==> src/rtl/pipe_out_generate_pkg.sv <==
// pipe_out_generate_pkg: pattern mode encodings and generator constants for the Pipe Out source.
package pipe_out_generate_pkg;

    typedef enum logic [2:0] {
        PAT_FIXED = 3'd0,
        PAT_COUNT = 3'd1,
        PAT_WALK  = 3'd2,
        PAT_LFSR  = 3'd3
    } pat_mode_t;

    localparam logic [31:0] LFSR_SEED     = 32'h0D0C_0B0A;
    // Right-shifting Galois form of x^32+x^22+x^2+x+1
    localparam logic [31:0] LFSR_TAPS     = 32'h8020_0003;
    localparam logic [31:0] THROTTLE_INIT = 32'hFFFF_FFFF;

endpackage

==> src/rtl/pipe_out_pattern.sv <==
// pipe_out_pattern: deterministic word sequence that advances one word per host read.
module pipe_out_pattern
    import pipe_out_generate_pkg::*;
#(
    parameter int WIDTH = 32
) (
    input  logic             clk,
    input  logic             reset,
    input  logic             advance,
    input  logic [2:0]       mode,
    input  logic [WIDTH-1:0] fixed_pattern,
    output logic [WIDTH-1:0] dout
);

    logic             fresh;
    logic [WIDTH-1:0] state;
    logic [WIDTH-1:0] start;
    logic [WIDTH-1:0] base;
    logic [WIDTH-1:0] next;

    // While fresh, the mode's start word is shown so reset needs no mode-dependent value
    always_comb begin
        start = mode == PAT_WALK ? WIDTH'(1) : mode == PAT_LFSR ? WIDTH'(LFSR_SEED) : '0;
        base  = fresh ? start : state;
        next  = mode == PAT_COUNT ? base + 1'b1 :
                mode == PAT_WALK  ? {base[WIDTH-2:0], base[WIDTH-1]} :
                mode == PAT_LFSR  ? (base >> 1) ^ (base[0] ? WIDTH'(LFSR_TAPS) : '0) : base;
        dout  = (mode == PAT_COUNT || mode == PAT_WALK || mode == PAT_LFSR) ? base : fixed_pattern;
    end

    always_ff @(posedge clk or posedge reset) begin
        if (reset) begin
            fresh <= 1'b1;
            state <= '0;
        end else begin
            fresh <= 1'b0;
            state <= advance ? next : base;
        end
    end

endmodule

==> src/rtl/pipe_out_generate.sv <==
// pipe_out_generate: throttled virtual FIFO feeding a host Pipe Out with a pattern sequence.
module pipe_out_generate
    import pipe_out_generate_pkg::*;
#(
    parameter int DEPTH       = 65536,
    parameter int BLOCK_WORDS = 1024,
    parameter int LVL_W       = 17
) (
    input  logic        clk,
    input  logic        reset,
    input  logic        pipe_out_read,
    output logic [31:0] pipe_out_data,
    output logic        pipe_out_ready,
    input  logic        throttle_set,
    input  logic [31:0] throttle_val,
    input  logic [31:0] fixed_pattern,
    input  logic [2:0]  pattern,
    output logic [31:0] underflow_count
);

    logic [31:0]      throttle;
    logic [LVL_W-1:0] level;
    logic             fill;

    assign fill = throttle[0];

    // A simultaneous fill and read cancel out, so neither moves the level nor underflows
    always_ff @(posedge clk or posedge reset) begin
        if (reset) begin
            throttle        <= THROTTLE_INIT;
            level           <= '0;
            pipe_out_ready  <= 1'b0;
            underflow_count <= '0;
        end else begin
            throttle       <= throttle_set ? throttle_val : {throttle[0], throttle[31:1]};
            pipe_out_ready <= level >= LVL_W'(BLOCK_WORDS);
            if (fill && !pipe_out_read) begin
                if (level != LVL_W'(DEPTH))
                    level <= level + 1'b1;
            end else if (!fill && pipe_out_read) begin
                if (level != '0)
                    level <= level - 1'b1;
                else if (underflow_count != '1)
                    underflow_count <= underflow_count + 1'b1;
            end
        end
    end

    pipe_out_pattern #(.WIDTH(32)) u_pattern (
        .clk           (clk),
        .reset         (reset),
        .advance       (pipe_out_read),
        .mode          (pattern),
        .fixed_pattern (fixed_pattern),
        .dout          (pipe_out_data)
    );

endmodule

==> config.mk <==
export PLATFORM = sky130hd
export DESIGN_NAME = pipe_out_generate
export DESIGN_NICKNAME = d
export VERILOG_FILES = /design/src/rtl/pipe_out_generate_pkg.sv /design/src/rtl/pipe_out_pattern.sv /design/src/rtl/pipe_out_generate.sv
export SDC_FILE = /design/constraint.sdc
export NUM_CORES = 1
export LEC_CHECK = 0
export ABC_AREA = 1
export CORE_MARGIN = 4
export CORE_UTILIZATION = 55
export CTS_CLUSTER_SIZE = 24
export DETAILED_ROUTE_END_ITERATION = 7
export PLACE_DENSITY = 0.81
export RECOVER_POWER = 50
export SYNTH_ARGS = -nofsm -noshare
export SYNTH_HDL_FRONTEND = slang
export SYNTH_HIERARCHICAL = 1
export SYNTH_SLANG_ARGS = --single-unit
==> constraint.sdc <==
create_clock -name clk -period 3.08 [get_ports clk]
set_clock_uncertainty 0.2 [all_clocks]
set_input_delay 0.616 -clock clk [delete_from_list [all_inputs] [get_ports clk]]
set_output_delay 0.616 -clock clk [all_outputs]
set_load 0.05 [all_outputs]
# Word-level counts from Yosys, hierarchy flattened
# Cells that the tools add are included.
# Widths: inputs -> output; s select.
[word_totals]
out_inout_bits = 65
regBits = 115
[classes]
n_reduce_logical = 11
bitwise = 3
n_addsub = 4
muxes = 14
order_cmp = 1
eq_ne = 6
[op_table]
columns = ["op", "count"]
rows = [
  ["$mux 32", 9],
  ["$mux 17", 4],
  ["$add 32x1->32 const B", 2],
  ["$ne 32x32->1 const B", 1],
  ["$xor 31x32->32", 1],
  ["$mux 28", 1],
  ["$add 17x1->17 const B", 1],
  ["$ge 17x11->1 const B", 1],
  ["$ne 17x17->1 const B", 1],
  ["$reduce_bool 17->1", 1],
  ["$sub 17x1->17 const B", 1],
  ["$eq 3x2->1 const B", 2],
  ["$reduce_and 4->1", 1],
  ["$reduce_bool 2->1", 2],
  ["$eq 3x1->1 const B", 1],
  ["$reduce_and 3->1", 1],
  ["$logic_and 1x1->1", 2],
  ["$logic_not 1->1", 2],
  ["$logic_or 1x1->1", 2],
  ["$ne 2x1->1 const B", 1],
  ["$not 1->1", 2],
]

# Longest topological paths before layout
[depth]
ltp_word = 10
depth_mapped = 16
mapped_depth_nobuf = 16

# Modules after synthesis
# The synthesis kept the hierarchy.
[by_module_without_submodules]
columns = ["module", "instances", "cells_per_inst", "seq_area_each_um2", "area_each_um2"]
rows = [
  ["pipe_out_generate", 1, 661, 2092.0, 5031.1],
  ["pipe_out_pattern", 1, 621, 827.0, 3739.8],
]

# Worst setup path after synthesis
# Ideal clock, no wire load.
[synth_path]
kind = "input to output"
start = "in pattern[2]"
end = "out pipe_out_data[28]"
path_slack_ps = -341
path_buffers = 2
path_stages = 7
arrival_ps = 2605
required_ps = 2264
path_cell_list = "inv_1 > nand3_2 > nand2_1 > inv_1 > buf_2 > buf_2 > o21ai_0"
[synth_via]
elab_chain_cells = 4
[synth_rtl]
columns = ["element", "line_no", "rtl"]
rows = [
  ["start, declared", "pipe_out_generate.sv:17", "input logic [2:0] pattern,"],
  ["$eq 3x1->1 or $eq 3x2->1 (tied branches)", "pipe_out_pattern.sv:28", "dout = (mode == PAT_COUNT || mode == PAT_WALK || mode == PAT_LFSR) ? base : fixed_pattern;"],
  ["$logic_or 1x1->1", "pipe_out_pattern.sv:28", ""],
  ["$logic_or 1x1->1 (*)", "pipe_out_pattern.sv:28", ""],
  ["$mux 32 (*)", "pipe_out_pattern.sv:28", ""],
  ["end, declared", "pipe_out_generate.sv:12", "output logic [31:0] pipe_out_data,"],
]
# Every way passes the cells marked *; elsewhere a longest branch is shown, timed or not.

# Worst setup path in the final report
[layout_path]
start = "in pattern[2]"
end = "out pipe_out_data[7]"
[layout_via]
elab_chain_cells = 4
[layout_rtl]
columns = ["element", "line_no"]
rows = [
  ["$eq 3x2->1 or $eq 3x1->1 (tied branches)", "pipe_out_pattern.sv:23, pipe_out_pattern.sv:28"],
  ["$mux 32 or $logic_or 1x1->1 (tied branches)", "pipe_out_pattern.sv:23, pipe_out_pattern.sv:28"],
  ["$mux 32 or $logic_or 1x1->1 (tied branches)", "pipe_out_pattern.sv:24, pipe_out_pattern.sv:28"],
  ["$mux 32 (*)", "pipe_out_pattern.sv:28"],
]
# Marked as above.

==> results <==
- The path with the worst hold slack has its endpoint at level[14].
- Ranked by instance count, the synthesized netlist is headed by nand2_1 (464), nor2_1 (135), inv_1 (123), dfrtp_1 (82).
- The endpoint identified for the worst register-to-register timing path is u_pattern/state[20].
- The startpoint of the most critical register-to-register path is u_pattern/fresh.
- Among cell families on the critical path, the largest total delay comes from buffers and inverters.
- The signal on the critical path passes through clkdlybuf4s50_1 > inv_2 > buf_4 > nand3_2 > nand2_1 > inv_4 > buf_12 > o21ai_0 > buf_12.
- The proportion of synthesized flip-flops having asynchronous set or reset is 1.00.
- Counting both buffers and inverters, the worst setup path holds a total of 6.
- In this run, distinct cell masters in the synthesized netlist total slightly above 50.
- In this design, the stage delay of the slowest critical-path cell is 0.45 ns.
- In the routed layout, each cell is associated on average with a via count of 5.54.
- At the end of routability-driven placement, the weighted congestion stood at 0.988.
- For this design, the slowest cell found on the critical path is clkdlybuf4s50_1.
- The effective utilization at floorplan is 0.569.
- The total of buffers placed on input and output ports is 135.
- The synthesis-stage register bit count is between 100 and 150.
- The maximum ir drop on the vdd rail is 0.397 mV.
- The die covers 18000 um2.
- The post-route clock period utilization is 0.990.
- dfrtp_1 takes more of the synthesized area than any other cell.
- Across every metal layer, demand over resource in global routing totals 0.293.
- Each instance of the synthesized netlist takes up on average 6.84 um2.
- For this run, the register share of the synthesized area comes to 0.333.
- The share of final-layout standard cells stronger than drive strength 1 is 0.171.
- In this run, the number of DRC markers left after iteration 0 of detailed routing was 935.
- Max-cap violations in this run came to 1.
- The first-pass iteration count of the detailed router is 6.
- TritonCTS built the clock tree.
- Counting the buffers created by CTS gives 17.
- In the post-route analysis, the smallest setup slack over all paths is 0.0304 ns.
- For this design the ratio of total power to cell area is 540 nW/um2.
- The vertical extent of the die is ~130 um.
- The checks that failed: max-capacitance violations, max-slew violations.
- The most frequent cell on the critical path is buf_12.
- The most used flip-flop cell after synthesis is dfrtp_1.
- In this run the worst path has a maximum fanout of 29.
- No sink is reached through more buffers than the 2 on the longest clock path.
- Across all layers, the routed design uses 9237 vias.
- Of the post-synthesis cell area, the dominant cell type holds 0.234.
- The post-synthesis instance area is between 8000 and 9000 um2.
- For this run, the post-layout net count is 1536.
- The number of antenna diodes in the final layout is 0.
- The final critical delay including setup and external delays is around 3.0 ns.
- The via count of the first global-routing pass was 8717.
- The startpoint of the tightest hold check path is level[14].
- The worst-case headroom to the max-slew limit is -0.105.
- Once detail routing completed, the nets flagged for antenna violations numbered 0.
- The number of rows in the core area is 45.
- Synthesis produced a netlist whose cell count is 1282.
- For this design, the sink count on the clock tree is about 120.
- Data arrives at the worst endpoint at 2.23 ns.
- The run finished, with violations left.
- The H-tree generated during clock tree synthesis spans 4 levels.
- Dividing the detail-routed wire length by the instance count gives 15.8 um.
- After global routing the overflow that remains totals 0.
- The count of filler cells inserted in the layout is 1200.
- The routed length on met3 is 2680 um.
- 136 I/O pins were placed.
- In the routed design, unresolved DRC markers number 0.
- The core region is approximately 15000 um2.
- The register area is 2920 um2.
- The final hold violation count is 0.
- The tree is rooted in a clkbuf_16.
- Data on the critical path is required at its endpoint by 2.26 ns.
- The cell count of the worst reg-to-reg path is 13.
- Signal routing reaches up to met4.
- The initial antenna violation count is 0.
- By instance count, the leading cell after synthesis is nand2_1.
- The final layout contains routed wiring with a total length of about 26000 um.
- After clock tree synthesis, the clock-pin slew on the worst setup and hold paths is 0.06 ns.
- The first-pass GRT wire length is roughly 43000 um.
- STA classifies the critical path endpoint as an output port.
- The fmax is approximately 0.33 GHz.
- The worst setup slack for register-to-register paths is between 0.3 and 0.4 ns.
- The final number of max-transition violations is 34.
- The kind of start point of the critical path is a primary input.
- Measured along the x axis, the die boundary spans 134 um.
- In the detailed route, the total length drawn on met2 is ~12000 um.
- For this design the static power due to leakage is 0.00528 uW.
- Entering global routing, the biggest net connects 51 pins.
- The final-report setup violation count is 0.
- Measured on the finished design, the core utilization comes to 0.742.
- The HPWL after detailed placement is roughly 19000 um.
- The number of nets in the synthesized netlist is 1374.
- The total of warnings raised by yosys is 6.
- The area growth from synthesis to layout is 30.6%.
- For the worst-skew pair, the clock arrives at the later sink with an insertion delay of 0.43 ns.
- Setup repair after global routing could not meet its margin everywhere.
- The number of synthesized flops with an enable pin is 0.
- The worst-case setup slack after placement is -0.0463 ns.
- The critical path start-end classification is in2out.
- The area of combinational cells with multiple inputs is around 5100 um2.
- At the pin with the least slew margin, the transition time is 1.66 ns.
- The path class of the tightest hold or removal check is reg2reg.
- Along the worst hold path, the cell count comes to 2.
- By area the synthesized netlist is led by dfrtp_1 (23%), nand2_1 (20%), dfstp_2 (9.9%).
- The detailed router put a total of approximately 11000 um of wire on met1.
[stage by stage]
step / total power [uW] / area (um2) / TNS (ns) / hold slack [ns] / cells
after detailed placement: 4240 / 10900 / -0.0618 / 0.300 / 1633
after global placement: 4170 / 10900 / 0 / 0.295 / 1633
final: 6180 / 11500 / 0 / 0.322 / 1668
after global routing: 6580 / 11500 / -0.0350 / 0.343 / 1668
after CTS: 6160 / 11400 / 0 / 0.325 / 1665
after floorplan: 3520 / 8770 / -3.53 / 0.271 / 1282
[logic make-up (layout without fill, tap and decap cells)]
| family | count (synthesis) | in the layout | synth area share |
|---|---|---|---|
| AND/OR/NAND/NOR | 729 | 729 | 0.355 |
| buffers and inverters | 177 | 352 | 0.0879 |
| AO/OA/AOI/OAI | 166 | 166 | 0.111 |
| flip-flops | 115 | 115 | 0.333 |
| XOR/XNOR | 42 | 42 | 0.0419 |
| multiplexers | 31 | 31 | 0.0398 |
| adder cells (fa/ha/maj) | 21 | 21 | 0.0308 |
| other | 1 | 1 | 0.000428 |
[worst max-delay path by stage]
stage | slack (ns) | end | start | cells after the start
3_5_place_dp | -0.05 | u_pattern/state[20] | pattern[2] | 16
2_1_floorplan | -0.34 | pipe_out_data[28] | pattern[2] | 7
4_1_cts | 0.01 | pipe_out_data[11] | pattern[2] | 9
5_1_grt | -0.01 | pipe_out_data[30] | pattern[2] | 10
3_3_place_gp | 0.03 | u_pattern/state[20] | pattern[2] | 16
6_report | 0.03 | pipe_out_data[7] | pattern[2] | 9
[metal layers]
layer,global-route usage,vias up
met5,0,-
met2,0.461,540
met1,0.397,4212
li1,-,4416
met4,0.0945,0
met3,0.0739,69
[report_power, final]
part | leakage [uW] | internal, uW | total [uW] | switching, uW
Sequential | 0.00141 | 1750 | 1900 | 155
Clock | 0.000265 | 1120 | 1900 | 785
Combinational | 0.00360 | 943 | 2380 | 1440
Total | 0.00528 | 3810 | 6180 | 2380
[timing repair]
item                       CTS  global route
cloned                       0             1
hold buffers                 0             0
pin swaps                    0             1
setup buffers                0             2
setup endpoints to repair    1            20
resized for setup            1            16
[cell usage in the layout, fill, tap and decap left out, types with 4 or more instances in the layout]
cell / Yosys / final
nand2_1: 464 / 464
nor2_1: 135 / 135
inv_1: 123 / 120
clkdlybuf4s50_1: 0 / 101
dfrtp_1: 82 / 82
nand3_1: 58 / 58
a21oi_1: 52 / 52
buf_4: 1 / 44
o21ai_0: 58 / 35
buf_12: 2 / 35
dfstp_2: 33 / 32
mux2_2: 31 / 30
o21ai_1: 9 / 29
xnor2_1: 22 / 22
nand2_2: 21 / 21
xor2_1: 20 / 20
ha_1: 20 / 20
clkbuf_16: 0 / 18
nor2_2: 14 / 14
o221ai_1: 12 / 12
nor2_4: 9 / 9
inv_2: 8 / 9
a22oi_1: 9 / 9
nor3_1: 6 / 6
nand3b_1: 6 / 6
o211ai_1: 6 / 6
o22ai_1: 6 / 6
nand4_1: 5 / 5
clkinv_4: 0 / 5
inv_6: 1 / 4
o21ai_2: 1 / 4
[state kept, by name, summed over array words and instances (netlist names)]
| signal | cells |
|---|---|
| throttle | 32 |
| u_pattern/state | 32 |
| underflow_count | 32 |
| level | 17 |
| pipe_out_ready | 1 |
| u_pattern/fresh | 1 |
[area by class of cell]
| class | count | share of cell area |
|---|---|---|
| flip-flops and latches | 115 | 0.255 |
| multi-input cells | 990 | 0.445 |
| inverters | 134 | 0.0447 |
| well taps | 211 | 0.0230 |
| repair buffers | 186 | 0.184 |
| clock buffers | 19 | 0.0378 |
| clock inverters | 13 | 0.0111 |
[worst register-to-register path, delay by kind of cell, from the launching register on]
kind	cells	cell delay [ns]
flops	1	0.76
fa+ha+maj	1	0.18
buf+inv	1	0.19
simple gates	10	1.12
compound gates	1	0.21
Note: power is estimated with default switching activity, not from simulation.
